**src/rtl/mem_port_arbiter.sv**
```systemverilog
// mem_port_arbiter: shares one single-ported, fixed-latency memory between the
// fetch stage (read only) and the memory stage (read/write).
//
// Each access runs Idle -> Access (MEM_LATENCY cycles) -> Done (one cycle). The
// owner, address, write flag and store data are latched in Idle, so the memory
// bus never sees a combinational path from the request inputs.
//
// Build option: define MEM_PORT_ARBITER_RR_EN for round-robin arbitration when
// both ports request together; by default the data port always wins.

module mem_port_arbiter #(
  parameter int unsigned MEM_LATENCY = 4,
  parameter int unsigned ADDR_W      = 16,
  parameter int unsigned DATA_W      = 16
) (
  input  logic              clk,
  input  logic              rst,
  input  logic              if_req,
  input  logic [ADDR_W-1:0] if_addr,
  output logic [DATA_W-1:0] if_rdata,
  output logic              if_done,
  output logic              if_stall,
  input  logic              dm_req,
  input  logic              dm_wr,
  input  logic [ADDR_W-1:0] dm_addr,
  input  logic [DATA_W-1:0] dm_wdata,
  output logic [DATA_W-1:0] dm_rdata,
  output logic              dm_done,
  output logic              dm_stall,
  output logic              mem_en,
  output logic              mem_wr,
  output logic [ADDR_W-1:0] mem_addr,
  output logic [DATA_W-1:0] mem_wdata,
  input  logic [DATA_W-1:0] mem_rdata,
  output logic              err
);

  typedef enum logic [1:0] {
    StIdle,
    StAccess,
    StDone
  } state_e;

  // Access cycles are counted down to zero, so the load value is one less.
  localparam logic [3:0] CountInit = 4'(MEM_LATENCY - 1);

  state_e            state_q, state_d;
  logic [3:0]        count_q, count_d;
  logic              owner_q, owner_d;  // 1: data port owns the access
  logic              wr_q, wr_d;
  logic [ADDR_W-1:0] addr_q, addr_d;
  logic [DATA_W-1:0] wdata_q, wdata_d;
  logic [DATA_W-1:0] if_rdata_q, if_rdata_d;
  logic [DATA_W-1:0] dm_rdata_q, dm_rdata_d;
  logic              err_q, err_d;
  logic              grant_dm;
  logic              owner_req;

`ifdef MEM_PORT_ARBITER_RR_EN
  logic last_q, last_d;  // last owner, 1: data port

  // Contended requests go to the port that did not own the previous access.
  always_comb begin
    grant_dm = dm_req & (~if_req | ~last_q);
  end

  // Last-owner register, starts as if fetch had just been served.
  always_ff @(posedge clk) begin
    if (rst) begin
      last_q <= 1'b0;
    end else begin
      last_q <= last_d;
    end
  end
`else
  // Data port has fixed priority so the older instruction always drains.
  always_comb begin
    grant_dm = dm_req;
  end
`endif

  // Request level of whichever port owns the access in flight.
  always_comb begin
    owner_req = owner_q ? dm_req : if_req;
  end

  // Next-state, transaction latch and read-data capture.
  always_comb begin
    state_d    = state_q;
    count_d    = count_q;
    owner_d    = owner_q;
    wr_d       = wr_q;
    addr_d     = addr_q;
    wdata_d    = wdata_q;
    if_rdata_d = if_rdata_q;
    dm_rdata_d = dm_rdata_q;
    err_d      = err_q;
`ifdef MEM_PORT_ARBITER_RR_EN
    last_d     = last_q;
`endif

    unique case (state_q)
      StIdle: begin
        if (if_req || dm_req) begin
          owner_d = grant_dm;
          // Fetch never writes, whatever dm_wr happens to be.
          wr_d    = grant_dm & dm_wr;
          addr_d  = grant_dm ? dm_addr : if_addr;
          wdata_d = grant_dm ? dm_wdata : '0;
          count_d = CountInit;
          state_d = StAccess;
`ifdef MEM_PORT_ARBITER_RR_EN
          last_d  = grant_dm;
`endif
        end
      end

      StAccess: begin
        // Dropping the request mid-access is a protocol error; the access
        // still completes because a write cannot be recalled.
        if (!owner_req) begin
          err_d = 1'b1;
        end
        if (count_q == 4'd0) begin
          if (!wr_q) begin
            if (owner_q) begin
              dm_rdata_d = mem_rdata;
            end else begin
              if_rdata_d = mem_rdata;
            end
          end
          state_d = StDone;
        end else begin
          count_d = count_q - 4'd1;
        end
      end

      StDone: begin
        state_d = StIdle;
      end

      default: begin
        state_d = StIdle;
      end
    endcase
  end

  // State and datapath registers with synchronous reset.
  always_ff @(posedge clk) begin
    if (rst) begin
      state_q    <= StIdle;
      count_q    <= '0;
      owner_q    <= 1'b0;
      wr_q       <= 1'b0;
      addr_q     <= '0;
      wdata_q    <= '0;
      if_rdata_q <= '0;
      dm_rdata_q <= '0;
      err_q      <= 1'b0;
    end else begin
      state_q    <= state_d;
      count_q    <= count_d;
      owner_q    <= owner_d;
      wr_q       <= wr_d;
      addr_q     <= addr_d;
      wdata_q    <= wdata_d;
      if_rdata_q <= if_rdata_d;
      dm_rdata_q <= dm_rdata_d;
      err_q      <= err_d;
    end
  end

  // Outputs decode from registered state; only the stalls see the requests.
  always_comb begin
    mem_en    = (state_q == StAccess);
    mem_wr    = (state_q == StAccess) & wr_q;
    mem_addr  = addr_q;
    mem_wdata = wdata_q;
    if_done   = (state_q == StDone) & ~owner_q;
    dm_done   = (state_q == StDone) & owner_q;
    if_rdata  = if_rdata_q;
    dm_rdata  = dm_rdata_q;
    err       = err_q;
    if_stall  = if_req & ~if_done;
    dm_stall  = dm_req & ~dm_done;
  end

endmodule

```
**config.mk**
```make
export PLATFORM = sky130hd
export DESIGN_NAME = mem_port_arbiter
export DESIGN_NICKNAME = d
export VERILOG_FILES = /design/src/rtl/mem_port_arbiter.sv
export SDC_FILE = /design/constraint.sdc
export NUM_CORES = 1
export LEC_CHECK = 0
export ABC_AREA = 1
export BUFFER_PORTS_ARGS = -buffer_cell sky130_fd_sc_hd__buf_4
export CAP_MARGIN = 20
export CORE_MARGIN = 2
export CORE_UTILIZATION = 25
export DETAILED_ROUTE_END_ITERATION = 10
export GPL_ROUTABILITY_DRIVEN = 0
export SYNTH_ARGS = -nofsm -noshare
export SYNTH_HDL_FRONTEND = slang
export SYNTH_SLANG_ARGS = --single-unit
```
**constraint.sdc**
```tcl
create_clock -name clk -period 3.75 [get_ports clk]
set_input_delay 0.5625 -clock clk [delete_from_list [all_inputs] [get_ports clk]]
set_output_delay 0.5625 -clock clk [all_outputs]
set_load 0.01 [all_outputs]
```
==> results.md <==
- Status: finished, final reports clean
- Final Hold Viols: 0
- Slowest stage delay, CP: 0.65 ns
- CTS tree: built
- Warnings, synthesis: 0
- Layout Skew: ~0.0034 ns
- CP bufs+invs: 0
- Post-DR vias/cell: roughly 4.2
- Max-cap violations: 0
- Initial antenna violation count: 0
- Slew Viols, Final: 0
- DRT iter0 DRCs: between 100 and 150
- Hold Startpoint: mem_wdata[3]
- Largest net degree at the start of global routing: 55
- First-pass GRT wire length: between 10000 and 15000 um
- Synth-to-layout area growth: 45.1%
- Critical Path AT: 2.22 ns
- Setup TNS: 0 ns
- Gr ovfl total: 0
- Worst vdd ir: between 0.2 and 0.3 mV
- Filler cells: 1265
- Register area share after synthesis: 47.3%
- Final nets: ~650
- Worst endpoint required time: approximately 4.0 ns
- Slowest CP cell: nor2_2
- Flop2flop setup slack: between 1.5 and 2 ns
- CP max FO: 36
- Die height: approximately 120 um
- GR peak layer: met2
- Worst Reg-to-Reg Cells: 6
- Port Buf Inserts: roughly 140
- Most frequent CP cell: nand2_1
- H-tree levels: 3
- Die W: 115 um
- Mapped Area: slightly above 3000 um2
- Power per cell area: 485 nW/um2
- Maximum clock rate: 0.498 GHz
- Hold-fix buffers at CTS: 0
- Clock Tree Buf Depth: 2
- Final Core Density: a little under two fifths
- Routed wire length: 8330 um
- Met3 usage: around 6.3%
- Dpl hpwl: between 5000 and 6000 um
- Crit Reg-Reg Endpoint: count_q[2]
- Placed Instances: approximately 740
- Unique cell type count in the Yosys netlist: 21
- Reg2reg start: state_q[0]
- Post-DRT Antenna Nets: 0
- Cell Count, Final, Fillers Out: roughly 750
- Root Driver: clkbuf_16
- CP Capture Type: flop
- Area of the core: between 10000 and 15000 um2
- Share of cells above drive strength 1: between 20 and 30%
- Post-CTS Setup Bufs: 0
- Leak: 2.20 nW
- Rows: 40
- Period utilization: between 50% and 60%
- DR vias: roughly 3100
- Die area: ~13000 um2
- # diodes: 0
- WHS Endpoint: mem_wdata[3]
- Global Route Usage Sum: between 10 and 15%
- Starting Density: 25.6%
- Syn avg cell area: between 6 and 7 um2
- Reg clk slew, reported paths: ~0.05 ns
- CP delay by family, top: simple AND/OR/NAND/NOR gates
- Hold Path Class: flop to flop
- Mapped Nets: 526
- Total I/O pin count: 140
- Design Area, Final: 4480 um2
- Post-CTS Resized: 0
- Relative slew slack: 37.3%
- Post-layout min period: roughly 2.0 ns
- GRT met2 Usage: between 10% and 20%
- Synthesized instance count: around 460
- WL per Instance: 11.1 um
- Worst Hold Depth: 2
- Drt drc: 0
- Clk_lat worst skew: 0.33 ns
- Tightest Pin Transition: approximately 0.94 ns
- CP Launch Type: flop
- Final setup viols: 0
- CTS Buf Count: 9
- Vias in the first global route: 2833
- Met1 usage: 16.0%
- Sink Count: 73
- Yosys reg bits: 73
- Placed standard-cell area: around 4200 um2
- Sequential cell area: ~1500 um2
- Area of the multi-input gates: 1320 um2
- Type of the worst setup path: flop to flop
- Cell Chain, Critical Path: nor2_2 > o21ai_4 > nand2_1 > nand2_1 > nand2_1 > nor2_1
- Initial DRT Pass Iterations: 4
- Unrepaired setup endpoints after global routing: false
where the power goes:
part	internal, mW	total (mW)	switching (mW)	leakage (nW)
clock	0.467	0.763	0.296	0.129
sequential	0.861	0.909	0.0485	0.598
combinational	0.224	0.503	0.279	1.47
registers in the layout, indices dropped and copies added (netlist names):
register   count
count_q        4
owner_q        1
state_q        2
mem_addr      16
err            1
if_rdata      16
dm_rdata      16
wr_q           1
mem_wdata     16
area by class of cell:
cell class | instances | area share (%)
timing repair buffer | 140 | 23.4
clock buffer | 11 | 5.64
multi-input combinational | 310 | 29.5
tap | 168 | 4.69
clock inverter | 1 | 0.112
inverter | 48 | 4.02
sequential | 73 | 32.6
metal layers:
layer	up-vias	routed length, um
met2	113	3520
met5	-	0
met1	1360	3950
met3	10	744
li1	1642	-
met4	0	109
synth_stat cells, drive strengths merged:
| master | count | area (um2) |
|---|---|---|
| nor3 | 1 | 5.00 |
| dfxtp | 73 | 1460 |
| clkinv | 1 | 3.75 |
| nand4 | 1 | 6.26 |
| nor2 | 110 | 430 |
| ha | 2 | 25.0 |
| o21bai | 1 | 7.51 |
| nand3 | 22 | 110 |
| inv | 47 | 176 |
| a21oi | 22 | 110 |
| nand2 | 114 | 433 |
| o21ai | 37 | 196 |
| buf | 13 | 83.8 |
| clkbuf | 11 | 41.3 |
per-stage QoR:
stage | hold slack [ns] | power, mW | worst slack [ns]
final | 0.464 | 2.18 | 1.74
after global placement | 0.453 | 1.42 | 1.45
after floorplan | 0.440 | 1.21 | 2.00
after detailed placement | 0.453 | 1.43 | 1.37
after global routing | 0.486 | 2.32 | 1.58
after CTS | 0.467 | 2.22 | 1.74
tightest hold or removal path, delay by kind of cell, from the launching register on:
family,cells,cell delay (ns)
AOI/OAI and AO/OA,1,0.05
and+or+nand+nor,1,0.06
DFF,1,0.31
how the worst max path moves through the flow:
stage                    to  depth (start not counted)  startpoint  slack [ns]
3_5_place_dp   dm_rdata[13]                          5         rst        1.37
3_3_place_gp    if_rdata[0]                          5         rst        1.45
4_1_cts        dm_rdata[13]                          5         rst        1.74
2_1_floorplan      dm_stall                          4      dm_req        2.00
6_report         count_q[2]                          6  state_q[0]        1.74
5_1_grt          count_q[2]                          6  state_q[1]        1.58
logic make-up (layout without fill, tap and decap cells):
family | count (synthesis) | count (layout) | share of synthesized area [%]
compound gates | 60 | 60 | 10.2
fa+ha+maj | 2 | 2 | 0.810
buf+inv | 72 | 200 | 9.88
flops | 73 | 73 | 47.3
simple gates | 248 | 248 | 31.9
layout by cell type, fill, tap and decap left out, drive strengths merged, types with 11 or more instances in the layout:
master / instances
nand3: 22
inv: 47
nand2: 114
clkbuf: 11
dfxtp: 73
o21ai: 37
buf: 140
a21oi: 22
nor2: 110
(Power assumes the default switching activity.)
